$ cat src/rtl/scan_pkg.sv
// Shared types and default timing constants for the digit scan controller.
//   scan_state_t      : controller state encoding (IDLE, BLANK, SHOW)
//   SCAN_SLOT_CYCLES  : default clocks per digit slot (1 kHz/digit at 100 MHz)
//   SCAN_BLANK_CYCLES : default leading blank clocks of each slot
package scan_pkg;

  typedef enum logic [1:0] {
    IDLE  = 2'd0,
    BLANK = 2'd1,
    SHOW  = 2'd2
  } scan_state_t;

  localparam int unsigned SCAN_SLOT_CYCLES  = 100000;
  localparam int unsigned SCAN_BLANK_CYCLES = 1000;

endpackage

$ cat src/rtl/slot_counter.sv
// Modulo-N up-counter with synchronous clear, count enable and terminal-count
// flag.
//   clk : clock, rising edge
//   clr : synchronous clear to 0 (wins over inc)
//   inc : count enable; wraps N-1 -> 0
//   cnt : current count
//   tc  : high while cnt == N-1
module slot_counter #(
  parameter int unsigned N = 8,
  parameter int unsigned W = 3
) (
  input  logic         clk,
  input  logic         clr,
  input  logic         inc,
  output logic [W-1:0] cnt,
  output logic         tc
);

  assign tc = (cnt == W'(N - 1));

  always_ff @(posedge clk) begin
    if (clr) begin
      cnt <= '0;
    end else if (inc) begin
      cnt <= tc ? '0 : cnt + W'(1);
    end
  end

endmodule

$ cat src/rtl/digit_scan_ctrl.sv
// Time-multiplexing controller for a 4-digit display. Drives the select and
// enable of the downstream 2-to-4 decoder, stepping through digits 0..3 with a
// blanking interval at the start of every slot and a per-digit enable mask.
//   clk        : system clock, rising edge
//   rst        : synchronous reset, active-high
//   run        : scan enable; 0 freezes sel and blanks the display
//   digit_mask : bit i enables digit i
//   sel        : current digit index (decoder in)
//   en         : decoder enable
//   slot_tick  : one-cycle pulse on every digit advance
module digit_scan_ctrl
  import scan_pkg::*;
#(
  parameter int unsigned SLOT_CYCLES  = SCAN_SLOT_CYCLES,
  parameter int unsigned BLANK_CYCLES = SCAN_BLANK_CYCLES,
  parameter int unsigned CNT_W        = 17
) (
  input  logic       clk,
  input  logic       rst,
  input  logic       run,
  input  logic [3:0] digit_mask,
  output logic [1:0] sel,
  output logic       en,
  output logic       slot_tick
);

  scan_state_t      state_q, state_d;
  logic [1:0]       sel_d;
  logic [1:0]       sel_inc;
  logic             en_d;
  logic             tick_d;
  logic [CNT_W-1:0] cnt;
  logic             slot_end;
  logic             cnt_clr;
  logic             blank_done;

  // Counter sits at 0 while idle or stopped so a restart gets a fresh slot.
  assign cnt_clr = rst | ~run | (state_q == IDLE);

  slot_counter #(
    .N (SLOT_CYCLES),
    .W (CNT_W)
  ) u_slot_counter (
    .clk (clk),
    .clr (cnt_clr),
    .inc (1'b1),
    .cnt (cnt),
    .tc  (slot_end)
  );

  assign blank_done = (cnt == CNT_W'(BLANK_CYCLES - 1));
  assign sel_inc    = sel + 2'd1;

  // en is loaded for the state being entered, so a slot shows exactly
  // BLANK_CYCLES clocks of en=0 followed by SLOT_CYCLES-BLANK_CYCLES of mask.
  always_comb begin
    state_d = state_q;
    sel_d   = sel;
    en_d    = 1'b0;
    tick_d  = 1'b0;
    if (!run) begin
      state_d = IDLE;
    end else begin
      case (state_q)
        IDLE: begin
          if (BLANK_CYCLES == 0) begin
            state_d = SHOW;
            en_d    = digit_mask[sel];
          end else begin
            state_d = BLANK;
          end
        end
        BLANK: begin
          if (blank_done) begin
            state_d = SHOW;
            en_d    = digit_mask[sel];
          end
        end
        SHOW: begin
          en_d = digit_mask[sel];
          if (slot_end) begin
            sel_d  = sel_inc;
            tick_d = 1'b1;
            if (BLANK_CYCLES == 0) begin
              en_d = digit_mask[sel_inc];
            end else begin
              state_d = BLANK;
              en_d    = 1'b0;
            end
          end
        end
        default: state_d = IDLE;
      endcase
    end
  end

  always_ff @(posedge clk) begin
    if (rst) begin
      state_q   <= IDLE;
      sel       <= '0;
      en        <= 1'b0;
      slot_tick <= 1'b0;
    end else begin
      state_q   <= state_d;
      sel       <= sel_d;
      en        <= en_d;
      slot_tick <= tick_d;
    end
  end

endmodule

$ cat config.mk
export PLATFORM = sky130hd
export DESIGN_NAME = digit_scan_ctrl
export DESIGN_NICKNAME = d
export VERILOG_FILES = /design/src/rtl/scan_pkg.sv /design/src/rtl/slot_counter.sv /design/src/rtl/digit_scan_ctrl.sv
export SDC_FILE = /design/constraint.sdc
export NUM_CORES = 1
export LEC_CHECK = 0
export BUFFER_PORTS_ARGS = -buffer_cell sky130_fd_sc_hd__buf_2
export CAP_MARGIN = 0
export CELL_PAD_IN_SITES_DETAIL_PLACEMENT = 1
export CELL_PAD_IN_SITES_GLOBAL_PLACEMENT = 1
export CORE_ASPECT_RATIO = 0.75
export CORE_MARGIN = 2
export CORE_UTILIZATION = 37
export DETAILED_ROUTE_END_ITERATION = 7
export PLACE_DENSITY = 0.77
export SETUP_SLACK_MARGIN = 0.2
export SLEW_MARGIN = 0
export SYNTH_ARGS = -nofsm -noshare
export SYNTH_HDL_FRONTEND = slang
export SYNTH_SLANG_ARGS = --single-unit
$ cat constraint.sdc
create_clock -name clk -period 6.2 [get_ports clk]
set_clock_uncertainty 0.15 [all_clocks]
set_input_delay 0.31 -clock clk [delete_from_list [all_inputs] [get_ports clk]]
set_output_delay 0.31 -clock clk [all_outputs]
set_load 0.01 [all_outputs]
# Word-level counts from Yosys, hierarchy flattened
# Index checks and enable logic that the tools add are counted.
# word_totals
regBits,23
input_bits,7
elab_cells,33
# op_classes
addsub,2
order_cmp,1
eq_ne,6
n_mux,9
n_bitwise,4
n_reduce_logical,6
# ops
operator,n
$add 17x1->17 const B,1
$eq 17x10->1 const B,1
$eq 17x17->1 const B,1
$pmux 2 s3,1
$mux 1,4
$mux 2,2
$reduce_or 2->1,2
$lt 2x3->1 const B,1
$reduce_and 3->1,1
$reduce_or 3->1,1
$add 2x1->2 const B,1
$bmux 1 s2,1
$eq 2x1->1 const B,1
$eq 2x2->1 const B,1
$logic_not 2->1,1
$ne 2x1->1 const B,1
$ne 2x2->1 const B,1
$not 1->1,2
$or 1x1->1,2
$pmux 1 s2,1
$reduce_and 2->1,1

# Longest topological paths before layout
# depth
word_depth,4
mapped_depth,7
mapped_depth_nobuf,6

# Modules after synthesis
# A second synthesis with hierarchy kept.
# unflattened
hier_cells,139
area_unflattened_um2,1226.2
# modules_own_cells
mod,instances,cells_each,area_each_um2,seq_area_each_um2
slot_counter,1,95,814.5,340.3
digit_scan_ctrl,1,44,411.6,120.1

# Worst setup path after synthesis
# No wires, ideal clock.
# synth_path
kind,reg-to-reg
start,register u_slot_counter.cnt[10]
end,register state_q[0]
setup_ns,0.070
arrival_time_ns,2.030
slack_ns,3.950
path_stages_with_launch,7
n_path_buf,1
path_cell_list,dfxtp_1 -> buf_6 -> or3_1 -> or4_1 -> o31a_1 -> or4_1 -> a21oi_1
# synth_between
elab_chain_len,3
word_cells_on_any_way,5
classes_between,4 x eq/ne; 1 x reduce/logical
# synth_rtl
element,line,source
from (decl),slot_counter.sv:15,"output logic [W-1:0] cnt,"
from (signal assigned),slot_counter.sv:25,cnt <= tc ? '0 : cnt + W'(1);
$eq 17x17->1 or $eq 17x10->1 (tied branches),"slot_counter.sv:19, digit_scan_ctrl.sv:51",
$ne 2x1->1 (no line) or $ne 2x2->1 (tied branches),-,
$reduce_and 2->1 (no line) *,-,
to (signal assigned),digit_scan_ctrl.sv:104,state_q <= state_d;
to (decl),digit_scan_ctrl.sv:27,"scan_state_t state_q, state_d;"
# Every way passes the cells marked *; elsewhere a longest branch is shown, timed or not.
# A chain may end at the register's enable or synchronous reset.

# Worst setup path in the final report
# layout_path
start,register u_slot_counter.cnt[11]
end,register state_q[0]
# Same word-level chain as after synthesis.

==> impl_metrics.ini <==
[status]
outcome = completed

[route]
vias = 904
final_antenna_net_count = 0
wl_per_cell_um = 14.7
via_per_inst = 5.14
routed_wl_um = 2580
drtIter0Drc = 36
dr.pass1.iters = 4
drcViolationCount = 0

[worst_setup_path]
cp.arrival_ps = 2510
reg2reg_depth = 5
r2r_end = state_q[0]
crit_path_max_fanout = 6
worstSetupStartpointType = flop
crit_required_ps = 6240
endpoint = state_q[0]
critical_path_class = reg -> reg
crit_path_start = u_slot_counter.cnt[11]
r2r-start = u_slot_counter.cnt[11]
reg2reg_slack_ps = 3740
end_kind = flop

[clock_tree]
clockBufferDepth = 2
ctsHoldBuffers = 0
htreeDepth = 1
tritoncts = yes
cts_num_sinks = 23
clockRootBuffer = clkbuf_8
clkLatencyLatePin_ps = 270
cts_setup_buffers = 0
clk_pin_slew_ps = 80
cts_resized = 0
cts-buffers-inserted = 3

[finish]
utilization_pct = 42.8
drive_above_1_share_pct = 12.3
area_delta_synth_final_pct = 10.4
antenna_cells = 0
final_nets = 152
stdcell_area_um2 = 1260

[synthesis]
yosysWarnings = 0
synthCells = 128
async_flop_share_pct = 0
ys_seq_area_share_pct = 40.2
ys.flop_type = dfxtp_1
synth_fp_nets = 141
synth_edf_count = 0
syn_area_per_cell_um2 = 8.95
ys_ff_latch = 23
ys_types = 33
synthesis.area_um2 = 1150

[die]
die_y_um = 52.2
core_um2 = 2960
die_x_um = 68.3
die_area_um2 = 3560
rows = 17
start_util_pct = 38.8
boundaryPins = 11

[power_and_ir_drop]
power.density_nw_per_um2 = 201
irDropWorstVdd_mv = 0.122
p_leak_uw = 0.000452

[sta]
rsz0062_at_grt = no
hold_viol_final = 0
fmaxAchievable_ghz = 0.406
min_period_ps = 2460
holdWs_ps = 89.6
max_slew_margin_pct = 61.0
finalSetupViolCount = 0
worst_slew_pin_slew_ps = 584
fin_crit_sh_pct = 39.7
finalSetupTns_ps = 0
final_max_slew_viol_count = 0

[grt]
grt.busiest_layer = met2
grt_usage_pct = 17.5
grt_pass1_wl_um = 4460
met1_usage_pct = 23.2
grt_start_max_net_pins = 18
grt_pass1_vias = 946
antenna_found_initial = 0
grt_use_met2_pct = 25.6
gr-usage-met3_pct = 5.16
grt_overflow = 0

[min_path]
hold_class = in -> reg
hold_path.startpoint = rst

[placement]
io_buffers = 10
gp_congestion = 0.817
place_hpwl_um = 1960
dpl-instance-area_um2 = 1220

[flow_run]
maxCapViolations = 0
## cell type report
type	instances	area, µm²
fillers	360	1690
multi-input cells	97	647
flip-flops and latches	23	460
repair buffers	10	50.0
well taps	38	47.5
clock buffers	4	45.0
inverters	4	15.0
## power by group
part           total, µW  internal [µW]  leakage, µW  switching (µW)
sequential           150            149     0.000185            1.17
combinational       11.1           4.87     0.000244            6.25
clock               94.0           46.0    0.0000228            48.0
## through the flow
step / cells / total power (µW) / setup WS (ps)
after floorplan: 128 / 160 / 3950
after global placement: 172 / 164 / 3900
after detailed placement: 172 / 164 / 3740
after CTS: 176 / 258 / 3730
after global routing: 176 / 268 / 3620
final: 176 / 255 / 3740
## Yosys cell counts, types with 2 or more instances
cell / count / area (µm²)
nor3_1: 3 / 15.0
or4_1: 2 / 15.0
nand4_1: 8 / 50.1
or3_1: 2 / 12.5
nand3_1: 6 / 30.0
clkbuf_1: 2 / 7.51
xor2_1: 12 / 105
nand2_1: 6 / 22.5
ha_1: 6 / 75.1
a21oi_1: 2 / 10.0
inv_1: 4 / 15.0
and2_1: 2 / 12.5
xnor2_1: 5 / 43.8
nor2_1: 25 / 93.8
and3_1: 3 / 18.8
dfxtp_1: 23 / 460
## per-layer routing
metal,part of all wire [%],vias to the layer above,wire length (µm)
li1,-,461,-
met1,51,430,1310
met2,44,8,1150
met3,3.0,5,77
met4,1.7,0,43
met5,0,-,0
## sequential cells by signal, summed over array words and instances, names as in the netlist
| name | count |
|---|---|
| en | 1 |
| sel | 2 |
| slot_tick | 1 |
| state_q | 2 |
| u_slot_counter.cnt | 17 |
## critical path: stages, from the launching register on
cell	delay, ps
dfxtp_1	370
or4_4	590
nor4_2	410
nor2_1	170
or4_1	520
a21oi_1	190
## worst min-delay path by stage
stage | cells after the start | endpoint | slack [ps]
2_1_floorplan | 1 | sel[0] | 230
3_3_place_gp | 1 | u_slot_counter.cnt[0] | 280
3_5_place_dp | 1 | u_slot_counter.cnt[0] | 300
4_1_cts | 2 | sel[0] | 90
5_1_grt | 2 | sel[0] | 80
6_report | 2 | sel[0] | 90
## cell families after synthesis
family	Yosys count	share of synthesized area [%]
AND/OR/NAND/NOR	67	31.6
flip-flops	23	40.2
XOR/XNOR	17	13.0
buffers and inverters	8	3.38
AO/OA/AOI/OAI	6	3.38
adder cells (fa/ha/maj)	6	6.55
multiplexers	1	1.96
## placed cells by master (no fill, tap or decap), types with 2 or more instances in the layout
cell type / synthesis / layout
dfxtp_1: 23 / 23
and2_1: 2 / 2
inv_1: 4 / 4
or3_1: 2 / 2
nor3_1: 3 / 3
xor2_1: 12 / 12
nand2_1: 6 / 6
ha_1: 6 / 6
and3_1: 3 / 3
nor2_1: 25 / 25
nand3_1: 6 / 6
or4_1: 2 / 2
xnor2_1: 5 / 5
nand4_1: 8 / 8
clkbuf_8: 0 / 3
buf_2: 1 / 10
a21oi_1: 2 / 2
Power figures use the tool's default switching activity.
